**src/rtl/fc_frame_sequencer.sv**
```systemverilog
// fc_frame_sequencer: gathers a frame of activations from a valid/ready stream
// into a parallel vector for a combinational neuron, waits for the neuron path
// to settle, then returns the neuron result on a valid/ready output stream.
module fc_frame_sequencer #(
  parameter int WIDTH   = 8,
  parameter int IN      = 128,
  parameter int Z_WIDTH = 23,
  parameter int SETTLE  = 2
) (
  input  logic                  clk,
  input  logic                  rst,
  input  logic                  s_valid,
  output logic                  s_ready,
  input  logic [WIDTH-1:0]      s_data,
  input  logic                  s_last,
  output logic [IN*WIDTH-1:0]   x_vec,
  input  logic [Z_WIDTH-1:0]    z_in,
  output logic                  m_valid,
  input  logic                  m_ready,
  output logic [Z_WIDTH-1:0]    m_data,
  output logic                  frame_err
);

  localparam int IDX_W = (IN > 1) ? $clog2(IN) : 1;
  localparam int CNT_W = $clog2(SETTLE + 1);
  localparam logic [IDX_W-1:0] IDX_LAST = IDX_W'(IN - 1);
  localparam logic [CNT_W-1:0] CNT_LAST = CNT_W'(SETTLE - 1);

  typedef enum logic [1:0] {
    ST_FILL,
    ST_WAIT,
    ST_OUT
  } state_t;

  state_t               state_reg, state_next;
  logic [IDX_W-1:0]     idx_reg, idx_next;
  logic [CNT_W-1:0]     cnt_reg, cnt_next;
  logic                 m_valid_reg, m_valid_next;
  logic [Z_WIDTH-1:0]   m_data_reg, m_data_next;
  logic                 frame_err_reg, frame_err_next;
  logic                 wr_en;
  logic                 fill_ready;
  logic [WIDTH-1:0]     x_reg [IN];

  // Control registers: state, element index, settle counter, result and error flag
  always_ff @(posedge clk) begin
    if (rst) begin
      state_reg     <= ST_FILL;
      idx_reg       <= '0;
      cnt_reg       <= '0;
      m_valid_reg   <= 1'b0;
      m_data_reg    <= '0;
      frame_err_reg <= 1'b0;
    end else begin
      state_reg     <= state_next;
      idx_reg       <= idx_next;
      cnt_reg       <= cnt_next;
      m_valid_reg   <= m_valid_next;
      m_data_reg    <= m_data_next;
      frame_err_reg <= frame_err_next;
    end
  end

  // Next-state logic: fill the vector, wait for the neuron to settle, hold the result
  always_comb begin
    state_next     = state_reg;
    idx_next       = idx_reg;
    cnt_next       = cnt_reg;
    m_valid_next   = m_valid_reg;
    m_data_next    = m_data_reg;
    frame_err_next = 1'b0;
    wr_en          = 1'b0;
    fill_ready     = 1'b0;
    case (state_reg)
      ST_FILL: begin
        fill_ready = 1'b1;
        if (s_valid) begin
          wr_en = 1'b1;
          if (idx_reg == IDX_LAST) begin
            // Full frame: a missing s_last is flagged but the frame still runs
            state_next     = ST_WAIT;
            cnt_next       = '0;
            idx_next       = '0;
            frame_err_next = !s_last;
          end else if (s_last) begin
            // Early end: drop the partial frame and start over
            idx_next       = '0;
            frame_err_next = 1'b1;
          end else begin
            idx_next = idx_reg + IDX_W'(1);
          end
        end
      end
      ST_WAIT: begin
        cnt_next = cnt_reg + CNT_W'(1);
        if (cnt_reg == CNT_LAST) begin
          m_data_next  = z_in;
          m_valid_next = 1'b1;
          state_next   = ST_OUT;
        end
      end
      ST_OUT: begin
        if (m_ready) begin
          m_valid_next = 1'b0;
          idx_next     = '0;
          state_next   = ST_FILL;
        end
      end
      default: begin
        state_next = ST_FILL;
      end
    endcase
  end

  // One register per vector element, written only when its index is addressed
  generate
    for (genvar gi = 0; gi < IN; gi++) begin : g_elem
      always_ff @(posedge clk) begin
        if (rst) begin
          x_reg[gi] <= '0;
        end else if (wr_en && (idx_reg == IDX_W'(gi))) begin
          x_reg[gi] <= s_data;
        end
      end
      assign x_vec[gi*WIDTH +: WIDTH] = x_reg[gi];
    end
  endgenerate

  assign s_ready   = fill_ready && !rst;
  assign m_valid   = m_valid_reg;
  assign m_data    = m_data_reg;
  assign frame_err = frame_err_reg;

endmodule

```
**config.mk**
```make
export PLATFORM = sky130hd
export DESIGN_NAME = fc_frame_sequencer
export DESIGN_NICKNAME = d
export VERILOG_FILES = /design/src/rtl/fc_frame_sequencer.sv
export SDC_FILE = /design/constraint.sdc
export NUM_CORES = 1
export LEC_CHECK = 0
export ABC_CLOCK_PERIOD_IN_PS = 3200
export BUFFER_PORTS_ARGS = -buffer_cell sky130_fd_sc_hd__buf_2
export CAP_MARGIN = 20
export CORE_AREA = 2 2 428 430
export DETAILED_ROUTE_END_ITERATION = 8
export DIE_AREA = 0 0 430 432
export GPL_TIMING_DRIVEN = 0
export PLACE_DENSITY = 0.39
export SETUP_SLACK_MARGIN = 0.5
export SKIP_LAST_GASP = 1
export SLEW_MARGIN = 10
export SYNTH_ARGS = -nofsm -noshare
export SYNTH_HDL_FRONTEND = slang
export SYNTH_SLANG_ARGS = --single-unit
```
**constraint.sdc**
```tcl
create_clock -name clk -period 3.2 [get_ports clk]
set_clock_uncertainty 0.05 [all_clocks]
set_input_delay 0.48 -clock clk [delete_from_list [all_inputs] [get_ports clk]]
set_output_delay 0.48 -clock clk [all_outputs]
set_load 0.01 [all_outputs]
```
# == Yosys cells after proc, flatten, opt, wreduce, memory -nomap -nowiden ==
# Memory sizes are Yosys's and may differ from the RTL's.
# Index checks and enable logic that the tools add are counted.
# classes
n_reduce_logical,142
mux,535
eq_ne,134
addsub,2
n_bitwise,130
# ops
cell,n
$mux 8,128
$eq 7x7->1 const B,64
$mux 1,393
$eq 7x6->1 const B,32
$logic_and 1x1->1,129
$or 1x1->1,128
$eq 7x5->1 const B,16
$eq 7x4->1 const B,8
$eq 7x3->1 const B,4
$mux 7,4
$eq 7x2->1 const B,2
$pmux 7 s2,1
$mux 2,6
$reduce_and 3->1,3
$ne 2x2->1 const B,4
$add 7x1->7 const B,1
$eq 7x1->1 const B,1
$logic_not 7->1,1
$pmux 2 s3,1
$reduce_bool 2->1,3
$eq 2x1->1 const B,2
$pmux 2 s2,1
$reduce_and 4->1,1
$reduce_or 3->1,1
7 further kinds,9
# word_totals
word_cells,950
output_inout_bits,1050
reg_bits,36
inputBits,36
ram_bits,1024
mem_count,1
# mem_list
name,words,width,rd,rd_clocked_by_memory_dff,wr,line,text
x_reg,128,8,128,0,128,43,logic [WIDTH-1:0] x_reg [IN];

# == Longest topological paths before layout ==
# Gate-level depths: netlist of run 1.
# logic_depth
word_depth,7
mapped_depth,7
depth_no_buf,5

# == Least setup slack after synthesis of run 1 ==
# No wires, ideal clock.
# synth_timing
kind,register to register
start,reg state_reg[1]
end,mem x_reg[58][0] (netlist: x_reg[0][464]) (enable)
path_stages_with_launch,6
arrival_time_ps,1919
period_less_slack_ps,2353
setup_time_ps,384
slack_ps,847
n_path_buf,2
required_ps,2766
path_cell_list,dfxtp_1 -> buf_6 -> clkbuf_1 -> nor4b_1 -> nand3_1 -> o21ai_0
# synth_rtl
element,line,text
"start, declared",35,"state_t state_reg, state_next;"
"start signal, assigned",55,state_reg <= state_next;
"end, declared",43,

==> results.toml, run 1 <==
[job]
cap_violations = 0

[yosys]
synth-edff-count = 1024
synth.avg_cell_area_um2 = 14.9
ys_seq_area_frac = 0.754
syn_area_um2 = 41700
synth_nets = 2835
synthCells = 2794
ys_types = 49
async_flop_share = 0
ys_ff_latch = 1060
yosysWarnings = 0
ys.flop_type = "edfxtp_1"

[floorplan]
initial_core_util = 0.230
ios = 1086
coreArea_um2 = 182000
die_y_um = 432
die-area_um2 = 186000
die_x_um = 430
rows = 157

[clock_network]
cts_buffer_depth = 3
clkSlewWorstSetupHoldPaths_ns = 0.06
cts_max_level = 4
cts_tree = "done"
clock-sinks = 1060
cts_made_buffers = 132
cts_root_buf = "clkbuf_16"
clk_latency_ns = 0.78

[cells_and_area]
n_fill_cell = 18600
layout_commonest_cell = "buf_2"
fin_area_um2 = 55600
layout-drive-gt1-share = 0.374
fin_nets = 4133
layout_common_cells = "buf_2, edfxtp_1, and3_1, clkbuf_1, clkbuf_16"
final_cells = 6598
fin_util = 0.306
multiInputGateArea_um2 = 8800
area_growth_syn_to_layout_pct = 33.2
largest_reg_flops = 1024
ff_latch_area_um2 = 31500

[setup_path]
critPathLaunch = "idx_reg[4]"
endpoint_kind = "flip-flop"
cpMaxStageDelayCell = "o21ai_2"
r2r-start = "idx_reg[4]"
worstPathMaxFanout = 10
rrSetupSlack_ns = 0.34
critPathMaxStageDelay_ns = 0.68
startpoint_type = "flip-flop"
cp_data_arrival_time_ns = 3.22
worst_r2r_endpoint = "x_reg[0][402]"
crit_type = "flip-flop to flip-flop"
path_cells = "buf_2 > nand3_1 > clkbuf_2 > o21ai_2"
worstPathRequired_ns = 3.56
reg2reg_depth = 4
cp-endpoint = "x_reg[0][402]"

[timing]
layout_min_cycle_time_ns = 2.86
fmax_mhz = 350
period_share = 0.894
tightest_slew_ns = 0.987
final_hold_viol_count = 0
fin_ws_ns = 0.340
whs_ns = 0.294
setup_viol = 0
slew_violations = 0
rsz0062_at_grt = "true"
tns_ns = 0
slew_headroom = 0.342

[place]
placedCellCount = 6292
dpl.hpwl_mm = 182
pre_cts_ws_ns = -0.593
place.gp.congestion = 0.838
port_buffers = 1077
placed_area_um2 = 50700

[drt]
first_pass_iters = 5
wire_per_inst_um = 36.3
route.detailed.drc = 0
wirelength_mm = 240
final_antenna_net_count = 0
vias = 31400
via_per_inst = 4.76
drtIter0Drc = 2908

[min_path]
min_path_type = "input port to flip-flop"
whs_path_depth = 4
worstHoldStart = "rst"

[grt]
grt_usage = 0.250
grt_pass1_wl_mm = 306
grt_pass1_vias = 30100
grt_max_degree = 17
gr-total-overflow = 0
antenna_found_initial = 34

[power]
pwr_density_cell_nw_per_um2 = 587
p_total_mw = 32.6
ir_worst_vdd_uv = 427
p_leak_nw = 26.3

[outcome]
outcome = "finished clean"
-- area by class of cell --
| class | instances | share of cell area |
|---|---|---|
| Sequential cell | 1060 | 0.566 |
| Multi-Input combinational cell | 1345 | 0.158 |
| Timing Repair Buffer | 1164 | 0.114 |
| Clock buffer | 174 | 0.0639 |
| Tap cell | 2385 | 0.0537 |
| Buffer | 380 | 0.0334 |
| Clock inverter | 63 | 0.00909 |
| Antenna cell | 18 | 0.000810 |
| Inverter | 9 | 0.000607 |
-- per-layer routing --
metal | share of wire | global-route usage
met4 | 0.037 | 0.0876
met5 | 0.000071 | 0
met2 | 0.50 | 0.431
met1 | 0.39 | 0.301
met3 | 0.072 | 0.0626
-- cell usage after synthesis (2+ instances only) --
cell type / n / area [um^2]
a211oi_1: 2 / 15.0
a21o_1: 95 / 713
a21oi_1: 27 / 135
a221oi_1: 6 / 52.6
and2_1: 8 / 50.1
and3_1: 1017 / 6360
buf_2: 51 / 255
buf_6: 27 / 304
buf_8: 2 / 30.0
clkbuf_1: 281 / 1050
clkbuf_2: 18 / 90.1
dfxtp_1: 36 / 721
edfxtp_1: 1024 / 30700
ha_1: 5 / 62.6
inv_1: 9 / 33.8
nand2_1: 51 / 191
nand2b_1: 4 / 25.0
nand3_1: 21 / 105
nand3b_1: 2 / 15.0
nor2_1: 17 / 63.8
nor2_4: 8 / 90.1
nor2_8: 4 / 80.1
nor3_1: 6 / 30.0
nor3b_1: 2 / 15.0
nor4_1: 3 / 18.8
nor4b_1: 2 / 17.5
o21ai_0: 34 / 170
o31ai_1: 6 / 45.0
or3_1: 3 / 18.8
or4_1: 3 / 22.5
or4b_4: 2 / 27.5
-- repair_timing --
action                     4_1_cts  5_1_grt
pin swaps                        8        1
setup endpoints to repair     1371      912
setup buffers                   21        4
hold endpoints to repair        26        0
hold buffers                    26        0
resized for setup               85       69
-- how the worst min path moves through the flow --
stage                               end  slack [ns]
after floorplan              cnt_reg[0]        0.41
after global placement       m_data[10]        0.39
after detailed placement     m_data[11]        0.40
after CTS                 x_reg[1][511]        0.22
after global routing      x_reg[1][510]        0.27
final                     x_reg[1][511]        0.29
-- worst max-delay path, delay by kind of cell (launching register included) --
kind                   cells  cell delay (ns)
and+or+nand+nor            1             0.37
DFF                        1             0.60
AOI/OAI and AO/OA          1             0.68
buffers and inverters      2             0.75
-- cell families (layout without fill, tap and decap cells) --
kind of cell / count (synthesis) / in the layout / share of synthesized area
simple gates: 1162 / 1162 / 0.173
flops: 1060 / 1060 / 0.754
buf+inv: 389 / 1790 / 0.0424
compound gates: 176 / 176 / 0.0284
fa+ha+maj: 5 / 5 / 0.00150
mux: 2 / 2 / 0.000510
other cells: 0 / 18 / 0
-- report_power, final --
group	internal (mW)	total [mW]	switching [mW]
registers	15.6	15.8	0.172
clock network	8.25	14.6	6.40
logic	0.533	2.18	1.65
total	24.4	32.6	8.22
(Power assumes the default switching activity.)
==> run 2: changes to the inputs <==
--- a/config.mk
+++ b/config.mk
@@ -5,14 +5,16 @@
 export SDC_FILE = /design/constraint.sdc
 export NUM_CORES = 1
 export LEC_CHECK = 0
+export ABC_AREA = 1
 export ABC_CLOCK_PERIOD_IN_PS = 3200
 export BUFFER_PORTS_ARGS = -buffer_cell sky130_fd_sc_hd__buf_2
 export CAP_MARGIN = 20
-export CORE_AREA = 2 2 428 430
+export CORE_AREA = 2 2 427 429
 export DETAILED_ROUTE_END_ITERATION = 8
-export DIE_AREA = 0 0 430 432
+export DIE_AREA = 0 0 429 431
 export GPL_TIMING_DRIVEN = 0
-export PLACE_DENSITY = 0.39
+export MAX_ROUTING_LAYER = met4
+export PLACE_DENSITY = 0.38
 export SETUP_SLACK_MARGIN = 0.5
 export SKIP_LAST_GASP = 1
 export SLEW_MARGIN = 10
==> run 2 against run 1 <==
  * Die area decreased by 0.46%
  * Synthesized cell count shrank 1.8%
  * Global-route usage decreased by 3.2 points
  * Clock-buffer cell count shrank 17
  * Maximum frequency up 6.3%
  * Design area is 4.2% lower
  * Power fell by 3.4%
  * Sequential power is essentially flat
  * Critical endpoint is now x_reg[1][375]
  * Largest cell class unchanged
==> results.toml, run 2 <==
[yosys]
yosysWarnings = 0
syn_area_um2 = 38500
synth-edff-count = 1024
ys.flop_type = "edfxtp_1"
ys_seq_area_frac = 0.818
synth.avg_cell_area_um2 = 14.0
synth_nets = 2786
async_flop_share = 0
synth_common_cells = "nor2_1, edfxtp_1, nand3_1"
synth_area_leaders = "edfxtp_1, nor2_1, nand3_1"
synthDominantCellAreaShare = 0.799
ys_ff_latch = 1060
synth_top_cell_by_area = "edfxtp_1"
synthCells = 2745
synth.most_common_cell = "nor2_1"
ys_types = 23

[drt]
final_antenna_net_count = 0
via_per_inst = 4.39
wire_per_inst_um = 30.6
vias = 29000
drtIter0Drc = 2725
first_pass_iters = 5
wirelength_mm = 202
route.detailed.drc = 0

[cells_and_area]
fin_util = 0.296
final_cells = 6608
fin_nets = 4173
largest_reg_flops = 1024
layout_common_cells = "buf_2, nor2_1, edfxtp_1, clkbuf_1, nand3_1"
area_growth_syn_to_layout_pct = 38.5
layout-drive-gt1-share = 0.372
layout_commonest_cell = "buf_2"
n_fill_cell = 18800

[place]
place.gp.congestion = 0.838
placedCellCount = 6318
pre_cts_ws_ns = -1.48
dpl.hpwl_mm = 154
port_buffers = 1085

[timing]
period_share = 0.841
fin_ws_ns = 0.510
slew_headroom = 0.285
setup_viol = 0
slew_violations = 0
rsz0062_at_grt = "true"
fmax_mhz = 372
layout_min_cycle_time_ns = 2.69
tightest_slew_ns = 1.07
final_hold_viol_count = 0

[clock_network]
clkSlewWorstSetupHoldPaths_ns = 0.06
cts_root_buf = "clkbuf_16"
clk_latency_ns = 0.76
cts_buffer_depth = 3
cts_made_buffers = 119
cts_tree = "done"
clock-sinks = 1060
cts_max_level = 3

[setup_path]
worstPathRequired_ns = 3.53
path_buf_inv = 2
startpoint_type = "flip-flop"
crit_type = "flip-flop to flip-flop"
cpMaxStageDelayCell = "o21ai_2"
critPathMaxStageDelay_ns = 0.62
worstPathMaxFanout = 10
cp_data_arrival_time_ns = 3.02
endpoint_kind = "flip-flop"
path_cells = "nor2_4 > nand2_8 > buf_6 > nor3_4 > inv_2 > o21ai_2"
critPathTopFamily = "buffers and inverters"

[grt]
grt_max_degree = 17
grt_usage = 0.217
grt_pass1_vias = 27900
antenna_found_initial = 14
grt_pass1_wl_mm = 262
gr-total-overflow = 0

[floorplan]
die_y_um = 431
die_x_um = 429
coreArea_um2 = 180000
ios = 1086
rows = 156
initial_core_util = 0.214
die-area_um2 = 185000

[outcome]
outcome = "finished clean"

[power]
pwr_density_cell_nw_per_um2 = 592
p_leak_nw = 22.0
ir_worst_vdd_uv = 475

[job]
cap_violations = 0

[min_path]
min_path_type = "input port to flip-flop"
-- run 2: tightest hold or removal path, delay by kind of cell --
family	cells	cell delay (ns)
buffers and inverters	2	0.24
and+or+nand+nor	3	0.17
-- run 2: worst paths after layout --
check | cells past startpoint | slack [ns] | endpoint | from
worst max-delay path | 6 | 0.51 | x_reg[1][375] | state_reg[0]
worst min-delay path | 5 | 0.14 | state_reg[0] | s_valid
worst max register to register | 6 | 0.51 | x_reg[1][375] | state_reg[0]
worst min register to register | 2 | 0.41 | m_data[11] | m_data[11]
-- run 2: logic make-up after synthesis --
kind of cell / share of synthesized area
and+or+nand+nor: 0.136
DFF: 0.818
buffers and inverters: 0.0231
AOI/OAI and AO/OA: 0.0216
adders and majority gates: 0.00163
-- run 2: area by class of cell --
type	instances	area, um^2	share of cell area
timing repair buffer	1266	7380	0.139
clock buffer	157	3180	0.0597
antenna	3	7.51	0.000141
inverter	59	258	0.00484
clock inverter	67	534	0.0100
buffer	171	693	0.0130
sequential	1060	31500	0.591
tap	2370	2970	0.0557
multi-input combinational	1455	6770	0.127
-- run 2: layer usage --
| metal | vias to the layer above | track usage | part of all wire | routed length, um |
|---|---|---|---|---|
| li1 | 12400 | - | - | - |
| met1 | 14900 | 0.249 | 0.38 | 76500 |
| met2 | 1427 | 0.361 | 0.50 | 101000 |
| met3 | 278 | 0.0562 | 0.079 | 16100 |
| met4 | 0 | 0.0916 | 0.045 | 9080 |
| met5 | - | - | 0 | 0 |
-- run 2: per-stage QoR --
| stage | setup TNS [ns] | total power, mW | area [um^2] | hold WS [ns] |
|---|---|---|---|---|
| 6_report | 0 | 31.5 | 53300 | 0.142 |
| 2_1_floorplan | 0 | 16.9 | 38500 | 0.383 |
| 3_3_place_gp | -3441.14 | 18.2 | 46900 | 0.396 |
| 5_1_grt | 0 | 32.4 | 53300 | 0.139 |
| 3_5_place_dp | -762.47 | 18.3 | 48200 | 0.403 |
| 4_1_cts | 0 | 31.8 | 53000 | 0.0459 |
-- run 2: timing repair --
action,CTS,global route
pin swaps,20,6
hold buffers,26,0
setup buffers,31,6
endpoints found under the hold margin,27,0
endpoints found under the setup margin,1171,443
resized for setup,165,60
-- run 2: where the power goes --
group / switching (mW) / internal (mW)
clock network: 6.00 / 7.40
logic: 1.73 / 0.596
registers: 0.172 / 15.6
total: 7.89 / 23.6
